[src/rtl/fwd_hazard_ctrl.sv]
// Forwarding-select and load-use hazard control between ID decode and the ID/EX register.
// Optional saturating stall/forward counters are enabled with FWD_HAZARD_STATS_EN.
module fwd_hazard_ctrl #(
  parameter int REG_AW   = 5,
  parameter int ZERO_REG = 1
) (
  input  logic              clk,
  input  logic              reset,
  input  logic              id_valid,
  input  logic [REG_AW-1:0] id_rs1,
  input  logic [REG_AW-1:0] id_rs2,
  input  logic              id_use_rs1,
  input  logic              id_use_rs2,
  input  logic [REG_AW-1:0] id_rd,
  input  logic              id_we,
  input  logic              id_is_load,
  input  logic              flush,
  output logic [1:0]        ex_sel_a,
  output logic [1:0]        ex_sel_b,
  output logic              ex_valid,
  output logic              stall
`ifdef FWD_HAZARD_STATS_EN
  ,
  output logic [15:0]       stall_cnt,
  output logic [15:0]       fwd_cnt
`endif
);

  // A producer seen in WB while the consumer is in ID sits in RET once the consumer
  // reaches EX, so the RET slot never feeds a decision and is not stored.
  logic              ex_vld_q, ex_we_q, ex_ld_q;
  logic [REG_AW-1:0] ex_rd_q;
  logic              mem_vld_q, mem_we_q;
  logic [REG_AW-1:0] mem_rd_q;
  logic              wb_vld_q, wb_we_q;
  logic [REG_AW-1:0] wb_rd_q;
  logic [1:0]        sel_a_q, sel_b_q;

  logic              zero_a, zero_b;
  logic              hit_ex_a, hit_mem_a, hit_wb_a;
  logic              hit_ex_b, hit_mem_b, hit_wb_b;
  logic              entry_v;
  logic [1:0]        sel_a_d, sel_b_d;

  always_comb begin
    zero_a    = (ZERO_REG != 0) && (id_rs1 == '0);
    zero_b    = (ZERO_REG != 0) && (id_rs2 == '0);
    hit_ex_a  = ex_vld_q  & ex_we_q  & id_use_rs1 & (ex_rd_q  == id_rs1) & ~zero_a;
    hit_mem_a = mem_vld_q & mem_we_q & id_use_rs1 & (mem_rd_q == id_rs1) & ~zero_a;
    hit_wb_a  = wb_vld_q  & wb_we_q  & id_use_rs1 & (wb_rd_q  == id_rs1) & ~zero_a;
    hit_ex_b  = ex_vld_q  & ex_we_q  & id_use_rs2 & (ex_rd_q  == id_rs2) & ~zero_b;
    hit_mem_b = mem_vld_q & mem_we_q & id_use_rs2 & (mem_rd_q == id_rs2) & ~zero_b;
    hit_wb_b  = wb_vld_q  & wb_we_q  & id_use_rs2 & (wb_rd_q  == id_rs2) & ~zero_b;

    stall   = id_valid & ~flush & ex_ld_q & (hit_ex_a | hit_ex_b);
    entry_v = id_valid & ~stall & ~flush;

    sel_a_d = 2'b00;
    sel_b_d = 2'b00;
    if (entry_v) begin
      if      (hit_ex_a)  sel_a_d = 2'b01;
      else if (hit_mem_a) sel_a_d = 2'b10;
      else if (hit_wb_a)  sel_a_d = 2'b11;
      if      (hit_ex_b)  sel_b_d = 2'b01;
      else if (hit_mem_b) sel_b_d = 2'b10;
      else if (hit_wb_b)  sel_b_d = 2'b11;
    end
  end

  always_ff @(posedge clk) begin
    if (reset) begin
      ex_vld_q  <= 1'b0;
      ex_we_q   <= 1'b0;
      ex_ld_q   <= 1'b0;
      ex_rd_q   <= '0;
      mem_vld_q <= 1'b0;
      mem_we_q  <= 1'b0;
      mem_rd_q  <= '0;
      wb_vld_q  <= 1'b0;
      wb_we_q   <= 1'b0;
      wb_rd_q   <= '0;
      sel_a_q   <= 2'b00;
      sel_b_q   <= 2'b00;
    end else begin
      ex_vld_q  <= entry_v;
      ex_we_q   <= entry_v & id_we;
      ex_ld_q   <= entry_v & id_is_load;
      ex_rd_q   <= id_rd;
      mem_vld_q <= ex_vld_q;
      mem_we_q  <= ex_we_q;
      mem_rd_q  <= ex_rd_q;
      wb_vld_q  <= mem_vld_q;
      wb_we_q   <= mem_we_q;
      wb_rd_q   <= mem_rd_q;
      sel_a_q   <= sel_a_d;
      sel_b_q   <= sel_b_d;
    end
  end

  assign ex_sel_a = sel_a_q;
  assign ex_sel_b = sel_b_q;
  assign ex_valid = ex_vld_q;

`ifdef FWD_HAZARD_STATS_EN
  logic [15:0] stall_cnt_q, fwd_cnt_q;

  always_ff @(posedge clk) begin
    if (reset) begin
      stall_cnt_q <= '0;
      fwd_cnt_q   <= '0;
    end else begin
      if (stall && stall_cnt_q != 16'hFFFF)
        stall_cnt_q <= stall_cnt_q + 16'd1;
      if (ex_vld_q && (sel_a_q != 2'b00 || sel_b_q != 2'b00) && fwd_cnt_q != 16'hFFFF)
        fwd_cnt_q <= fwd_cnt_q + 16'd1;
    end
  end

  assign stall_cnt = stall_cnt_q;
  assign fwd_cnt   = fwd_cnt_q;
`endif

endmodule

[config.mk]
export PLATFORM = sky130hd
export DESIGN_NAME = fwd_hazard_ctrl
export DESIGN_NICKNAME = d
export VERILOG_FILES = /design/src/rtl/fwd_hazard_ctrl.sv
export SDC_FILE = /design/constraint.sdc
export NUM_CORES = 1
export LEC_CHECK = 0
export CAP_MARGIN = 20
export CELL_PAD_IN_SITES_DETAIL_PLACEMENT = 1
export CELL_PAD_IN_SITES_GLOBAL_PLACEMENT = 2
export CORE_ASPECT_RATIO = 1.5
export CORE_MARGIN = 10
export CORE_UTILIZATION = 29
export CTS_CLUSTER_SIZE = 30
export DETAILED_ROUTE_END_ITERATION = 8
export GPL_TIMING_DRIVEN = 0
export PLACE_DENSITY_LB_ADDON = 0.08
export REMOVE_ABC_BUFFERS = 1
export SLEW_MARGIN = 20
export SYNTH_ARGS = -nofsm -noshare
export SYNTH_HDL_FRONTEND = slang
export SYNTH_SLANG_ARGS = --single-unit
[constraint.sdc]
create_clock -name clk -period 3.4 [get_ports clk]
set_clock_uncertainty 0.15 [all_clocks]
set_input_delay 1.02 -clock clk [delete_from_list [all_inputs] [get_ports clk]]
set_output_delay 1.02 -clock clk [all_outputs]
set_load 0.005 [all_outputs]
==> flow_summary.yaml, run 1 <==
synth:
  synth_warnings: 0
  synthAdderAreaFrac: 0
  synth_top_family_by_area: "simple AND/OR/NAND/NOR gates"
  ys_ff_latch: 26
  ys.flop_type: "dfxtp_1"
  synth_area_um2: 1170
  synth-xor-area-share: 0.225
  synthSimpleGateAreaFrac: 0.261
  synthMuxAreaShare: 0
  synth_edf_count: 0
  syn_inst: 112
  synth_compound_area_frac: 0.0599
  async_reset_ff_frac: 0
  ys_seq_area_frac: 0.445
  syn_avg_cell_area_um2: 10.4
  yosysUniqueCellTypes: 23
global_route:
  overflow: 0
  grt_util_met2: 0.172
  antenna_found_initial: 0
  grt_max_degree: 21
  use_met1: 0.0925
  top_usage_layer: "met2"
  grt_pass1_wl_um: 5170
  gr-usage-met3: 0.0294
  grt_pass1_vias: 1064
  grt.total_usage: 0.0932
cells_and_area:
  utilization: 0.419
  layout-drive-gt1-share: 0.230
  syn_to_final_growth_pct: 40.4
  fin_nets: 173
  layout_commonest_cell: "dfxtp_1"
  final-instance-count-excl-fill: 193
  n_fill_cell: 462
  diodes: 0
  layout_common_cells: "dfxtp_1 (26), xnor2_1 (24), nor2b_1 (21)"
clocking:
  clk_latency_ps: 270
  tritoncts: "yes"
  htree_levels: 1
  cts_hold_buf: 0
  cts_buffers: 3
  cts.sinks: 26
  clkSlewWorstSetupHoldPaths_ps: 80
  cts_root_buf: "clkbuf_8"
  clk_path_buf_depth: 2
detailed_routing:
  drc_errors: 0
  dr.pass1.iters: 4
  drt_iter0_drc: 26
  wl_per_cell_um: 16.5
  num_vias: 911
  via_per_inst: 4.72
  finalWirelength_um: 3180
  ant_nets: 0
power_and_ir_drop:
  p_per_area_nw_per_um2: 358
  comb_power_share: 0.155
  p_switching_w: 0.000142
  power.clock.fraction: 0.296
  internal_power_w: 0.000447
  seq_power_share: 0.549
  p_leak_nw: 0.567
  swShare: 0.241
  peakVddDrop_mv: 0.209
run_status:
  run_status: "complete, but fails checks"
  violations: "negative setup slack"
hold_path:
  hold_start: "ex_we_q"
  min_path_type: "reg -> reg"
timing:
  worst_slew_pin_slew_ps: 751
  max_freq_mhz: 293
  slew_viol_final: 0
  setup_viol: 1
  rsz0062_at_grt: "yes"
  fin_crit_sh: 1.00
  fin_ws_ps: -13.1
  hold_viol_final: 0
  relSlewSlack: 0.498
  setup_tns_ps: -13.1
  post-route-min-period_ps: 3410
die:
  core_um2: 3920
  initial_core_util: 0.298
  rows: 28
  pin_count: 29
  dieArea_um2: 7030
  die_w_um: 71.9
  die_h_um: 97.8
worst_setup_path:
  startpoint_type: "input pin"
  path_class: "in -> out"
  path_max_fanout: 3
  required_ps: 2230
  worstPathArrival_ps: 2240
  worstSetupEndpointType: "output port"
  rr_startpoint: "ex_rd_q[4]"
  crit_path_start: "id_rs1[1]"
placed_design:
  dp_hpwl_um: 2530
  dp.cells: 182
  portBuffers: 28
  routabilityCongestion: 0.726
job:
  drv_cap: 0
critical path: stages:
cell	delay [ps]
buf_8	100
or4_4	540
o21ai_4	190
nor4_4	70
o21a_4	210
buf_6	110
logic make-up after synthesis:
family	Yosys count
and+or+nand+nor	46
DFF	26
buffers and inverters	3
AOI/OAI and AO/OA	7
xor gates and xnor gates	30
through the flow:
step,power (W),hold WS [ps],area (um2),setup slack (ps)
after CTS,0.000597,331,1610,-61.6
after floorplan,0.000365,288,1160,214
final,0.000588,328,1640,-13.1
after detailed placement,0.000414,318,1500,-1150
after global routing,0.000618,351,1640,-49.0
after global placement,0.000412,319,1500,-1090
synthesized netlist by cell type (2+ instances only):
master     instances  share of area
a2111oi_1          2          0.017
a21oi_1            2         0.0086
clkbuf_1           3         0.0096
dfxtp_1           26           0.44
nand2_1            2         0.0064
nand3_1            2         0.0086
nand4_1            6          0.032
nor2b_1           21           0.11
nor3_1             2         0.0086
nor3b_2            2          0.021
nor4_1             3          0.016
or3_1              2          0.011
xnor2_1           26           0.19
xor2_1             4          0.030
layer usage:
metal / vias up / routed length [um]
met3: 5 / 206
met1: 430 / 1160
li1: 450 / -
met2: 26 / 1770
met5: - / 0
met4: 0 / 48
flip-flops by register name (all words and copies together) (netlist names):
name       count
mem_rd_q       5
ex_we_q        1
mem_vld_q      1
ex_ld_q        1
ex_rd_q        5
wb_we_q        1
wb_rd_q        5
ex_sel_b       2
wb_vld_q       1
ex_sel_a       2
ex_valid       1
mem_we_q       1
area by class of cell:
type | count | area, um2 | area share
flip-flops and latches | 26 | 520 | 0.317
well taps | 45 | 56.3 | 0.0343
clock buffers | 3 | 41.3 | 0.0251
repair buffers | 36 | 337 | 0.205
multi-input cells | 83 | 688 | 0.419
timing repair:
| action | CTS | global route |
|---|---|---|
| pin swaps | 9 | 9 |
| cloned | 0 | 0 |
| gates resized for setup | 55 | 10 |
| endpoints found under the setup margin | 1 | 1 |
| setup buffers | 5 | 3 |
power groups by stage:
stage / sequential, W / clock (W) / combinational, W
detailed placement: 0.000330 / 0 / 0.0000846
global route: 0.000324 / 0.000194 / 0.0000991
floorplan: 0.000327 / 0 / 0.0000384
global placement: 0.000329 / 0 / 0.0000831
finish: 0.000323 / 0.000174 / 0.0000914
CTS: 0.000323 / 0.000183 / 0.0000908
path summary, 6_finish.rpt:
kind	end	slack (ps)	cells after the start
worst max-delay path	stall	-10	6
worst min-delay path	mem_we_q	330	1
worst max register to register	ex_sel_b[0]	1560	7
worst min register to register	mem_we_q	330	1
No activity file was read; power rests on OpenSTA's default activity.
==> run 2, diff against run 1 <==
- CORE_MARGIN: 10 -> 2
- GPL_ROUTABILITY_DRIVEN: default -> 0
==> run 2 against run 1 <==
Fmax up 0.16%. Die area down 35%. Critical endpoint unchanged. Worst setup slack improved by 5.6 ps. First-iteration DRC count shrank 81%. The run still ends with negative setup slack left. Sequential power about the same. Sequential cell count unchanged.
==> flow_summary.yaml, run 2 (synthesis gave the netlist of run 1 again) <==
clocking:
  clkSlewWorstSetupHoldPaths_ps: 90
  cts_buffers: 3
  htree_levels: 1
  tritoncts: "yes"
  cts.sinks: 26
  cts_root_buf: "clkbuf_8"
  clk_latency_ps: 270
  clk_path_buf_depth: 2
timing:
  slew_viol_final: 0
  max_freq_mhz: 293
  worst_slew_pin_slew_ps: 694
  fin_crit_sh: 1.00
  rsz0062_at_grt: "yes"
  fin_ws_ps: -7.50
  holdWs_ps: 328
  post-route-min-period_ps: 3410
  relSlewSlack: 0.536
  hold_viol_final: 0
  setup_viol: 1
global_route:
  grt_pass1_vias: 1029
  grt_max_degree: 21
  antenna_found_initial: 0
  overflow: 0
  grt_pass1_wl_um: 4820
  grt.total_usage: 0.140
detailed_routing:
  finalWirelength_um: 2930
  via_per_inst: 4.66
  drt_iter0_drc: 5
  wl_met2_um: 1670
  dr.pass1.iters: 2
  num_vias: 909
  ant_nets: 0
  wl_per_cell_um: 15.0
  top_layer: "met4"
  dr_wl_met3_um: 100
  drc_errors: 0
  wl_met1_um: 1100
die:
  pin_count: 29
  initial_core_util: 0.298
  die_h_um: 81.8
  rows: 28
  core_um2: 3920
  dieArea_um2: 4570
  die_w_um: 55.9
worst_setup_path:
  reg2reg_to: "ex_sel_b[1]"
  required_ps: 2230
  cp.buffers_inverters: 2
  path_delay_family: "simple AND/OR/NAND/NOR gates"
  rrSetupSlack_ps: 1640
  startpoint_type: "input pin"
  critPathMaxStageDelay_ps: 550
  r2r_cells: 5
  worstSetupEndpointType: "output port"
  worstPathArrival_ps: 2240
  rr_startpoint: "mem_rd_q[2]"
  critical_path.cell_chain: "buf_8 -> or4_4 -> o21ai_4 -> nor4_4 -> o21a_4 -> buf_6"
  critPathSlowestCell: "or4_4"
  path_max_fanout: 3
  path_class: "in -> out"
run_status:
  violations: "negative setup slack"
  run_status: "complete, but fails checks"
cells_and_area:
  final_area_um2: 1670
  layout_commonest_cell: "dfxtp_1"
  n_fill_cell: 461
  diodes: 0
  layout-drive-gt1-share: 0.233
  fin_nets: 174
  final-instance-count-excl-fill: 195
  layout_common_cells: "dfxtp_1 (26), xnor2_1 (25), nor2b_1 (21)"
  utilization: 0.425
  reg_top3: "ex_rd_q: 5 flops, mem_rd_q: 5 flops, wb_rd_q: 5 flops"
  syn_to_final_growth_pct: 42.5
power_and_ir_drop:
  p_per_area_nw_per_um2: 402
  p_leak_nw: 0.580
  peakVddDrop_mv: 0.256
hold_path:
  hold_depth: 1
  min_path_type: "reg -> reg"
  min_to: "mem_we_q"
  hold_start: "ex_we_q"
placed_design:
  dp.cells: 182
  portBuffers: 28
  place_area_um2: 1500
job:
  drv_cap: 0
-- run 2: per-stage QoR --
stage	TNS [ps]	worst slack [ps]	total power, W
2_1_floorplan	0	214	0.000365
3_3_place_gp	-1070	-1070	0.000412
3_5_place_dp	-1100	-1100	0.000414
4_1_cts	-45.3	-45.3	0.000679
5_1_grt	-46.6	-46.6	0.000702
6_report	-7.50	-7.50	0.000670
-- run 2: cell type report --
type	instances	area (um2)	share of cell area
Clock inverter	1	30.0	0.0180
Multi-Input combinational cell	83	681	0.408
Clock buffer	3	41.3	0.0248
Tap cell	45	56.3	0.0338
Sequential cell	26	520	0.312
Timing Repair Buffer	37	338	0.203
-- run 2: report_power, final --
group	leakage, nW	switching (W)	internal (W)
sequential	0.213	0.00000881	0.000313
clock	0.0357	0.0000988	0.000157
combinational	0.332	0.0000377	0.0000541
total	0.580	0.000145	0.000525
-- run 2: what timing repair did --
item / CTS / global route
pin swaps: 7 / 9
gates cloned: 0 / 0
resized for setup: 53 / 9
setup endpoints to repair: 1 / 1
setup buffers: 6 / 3
hold buffers: 0 / 0
-- run 2: worst max-delay path by stage --
stage,startpoint,endpoint,depth (start not counted)
after global placement,id_rs1[2],stall,6
final,id_rs1[2],stall,6
after detailed placement,id_rs1[2],stall,6
after global routing,id_rs1[2],stall,6
after floorplan,id_rs1[0],stall,4
after CTS,id_rs1[1],stall,6
-- run 2: per-layer routing --
layer  vias up  global-route usage
met1       423               0.140
met4         0              0.0667
met5         -                   0
met2        25               0.283
met3         6              0.0173
li1        455                   -
==> run 3, diff against run 2 <==
- ABC_CLOCK_PERIOD_IN_PS: default -> 3400
- CORE_MARGIN: 2 -> default
==> run 3 against run 2 <==
The flow now finishes without violations. Final area fell by 2.1%. Critical path type unchanged. Fmax up 0.39%. Combinational power rose by 0.5%. Critical path depth did not move. Die area shrank 5.9%. Critical endpoint unchanged. Register-to-register slack improved by 20 ps. Sequential power is essentially flat. Total power decreased by 12%. First-iteration DRC count decreased by 40%. Global-route usage rose by 0.93 points. Highest routed layer unchanged. Hold slack better by 8.7 ps.
==> flow_summary.yaml, run 3 (synthesis gave the netlist of run 1 again) <==
run_status:
  run_status: "complete, no violations"
global_route:
  antenna_found_initial: 0
  grt_pass1_wl_um: 4500
  grt_pass1_vias: 983
  overflow: 0
  grt_max_degree: 21
  grt.total_usage: 0.149
worst_setup_path:
  critical_path.cell_chain: "buf_8 -> or4_4 -> o21ai_4 -> nor4_4 -> o21a_4 -> buf_6"
  path_max_fanout: 4
  path_delay_family: "simple AND/OR/NAND/NOR gates"
  worstSetupEndpointType: "output port"
  worstPathArrival_ps: 2220
  required_ps: 2230
  critPathMaxStageDelay_ps: 530
  cp.buffers_inverters: 2
  startpoint_type: "input pin"
  path_class: "in -> out"
  critPathSlowestCell: "or4_4"
clocking:
  clk_path_buf_depth: 2
  cts_hold_buf: 0
  tritoncts: "yes"
  clk_latency_ps: 270
  cts.sinks: 26
  clkSlewWorstSetupHoldPaths_ps: 80
  cts_buffers: 3
  cts_root_buf: "clkbuf_8"
  htree_levels: 1
timing:
  fin_crit_sh: 0.998
  relSlewSlack: 0.489
  slew_viol_final: 0
  worst_slew_pin_slew_ps: 763
  hold_viol_final: 0
  max_freq_mhz: 295
  setup_viol: 0
  post-route-min-period_ps: 3390
  rsz0062_at_grt: "yes"
detailed_routing:
  drc_errors: 0
  dr_wl_met3_um: 100
  finalWirelength_um: 2920
  dr.pass1.iters: 2
  wl_met1_um: 1130
  wl_met2_um: 1650
  num_vias: 913
  drt_iter0_drc: 3
  top_layer: "met4"
  ant_nets: 0
  via_per_inst: 4.81
  wl_per_cell_um: 15.4
cells_and_area:
  layout_common_cells: "dfxtp_1 (26), xnor2_1 (24), nor2b_1 (21)"
  multi_input_area_um2: 688
  n_fill_cell: 428
  fin_nets: 172
  reg_top3: "ex_rd_q: 5 flops, mem_rd_q: 5 flops, wb_rd_q: 5 flops"
  syn_to_final_growth_pct: 39.5
  diodes: 0
  layout_commonest_cell: "dfxtp_1"
  final-instance-count-excl-fill: 190
  layout-drive-gt1-share: 0.218
  register_area_um2: 520
die:
  die_h_um: 79.8
  rows: 27
  initial_core_util: 0.312
  dieArea_um2: 4300
  pin_count: 29
  die_w_um: 53.9
  core_um2: 3750
power_and_ir_drop:
  p_total_w: 0.000587
  p_per_area_nw_per_um2: 360
  peakVddDrop_mv: 0.173
  p_leak_nw: 0.561
hold_path:
  min_path_type: "reg -> reg"
placed_design:
  dp_hpwl_um: 2220
  dp.cells: 180
  portBuffers: 28
job:
  drv_cap: 0
-- run 3: cell types whose count changed in the layout (fill, tap and decap cells not counted) --
cell | before | now
bufinv_16 | 1 | 0
clkbuf_2 | 2 | 0
buf_2 | 3 | 4
buf_4 | 9 | 7
xnor2_1 | 25 | 24
clkdlybuf4s15_1 | 0 | 1
xnor2_2 | 1 | 2
-- run 3: routing by layer --
layer / track usage / vias to the layer above
li1: - / 450
met1: 0.153 / 434
met2: 0.285 / 24
met3: 0.0248 / 5
met4: 0.0474 / 0
met5: 0 / -
-- run 3: final timing paths --
check | end | slack [ps] | depth (start not counted) | start
max | stall | 6 | 6 | id_rs2[3]
max reg2reg | ex_sel_b[1] | 1660 | 5 | mem_rd_q[1]
min reg2reg | mem_we_q | 340 | 1 | ex_we_q
min | mem_we_q | 340 | 1 | ex_we_q
-- run 3: cell type report --
class / instances / share of cell area
multi-input cells: 83 / 0.422
well taps: 43 / 0.0330
repair buffers: 35 / 0.201
flip-flops and latches: 26 / 0.319
clock buffers: 3 / 0.0253
-- run 3: stage by stage --
| step | instance area (um2) | hold WS [ps] | setup TNS [ps] | setup slack, ps | utilization |
|---|---|---|---|---|---|
| 2_1_floorplan | 1160 | 288 | 0 | 214 | - |
| 3_3_place_gp | 1490 | 313 | -1070 | -1070 | 0.398 |
| 3_5_place_dp | 1490 | 325 | -1090 | -1090 | 0.398 |
| 4_1_cts | 1610 | 344 | -60.2 | -60.2 | 0.430 |
| 5_1_grt | 1630 | 357 | -26.7 | -26.7 | 0.435 |
| 6_report | 1630 | 337 | 0 | 5.68 | 0.435 |
-- run 3: what timing repair did --
action	in CTS	in global routing
setup endpoints to repair	1	1
pin swaps	7	8
setup buffers	5	2
resized for setup	55	8
-- run 3: power breakdown --
| group | leakage [nW] | total [W] | internal [W] | switching (W) |
|---|---|---|---|---|
| registers | 0.213 | 0.000322 | 0.000313 | 0.00000886 |
| clock network | 0.0216 | 0.000172 | 0.0000794 | 0.0000930 |
| logic | 0.327 | 0.0000923 | 0.0000543 | 0.0000381 |
-- run 3: worst register-to-register path: stages (launching register included) --
cell and delay [ps]:
dfxtp_1 410, xnor2_1 150, nand4_1 120, or3_1 350
nor2b_1 150, a2111oi_1 310
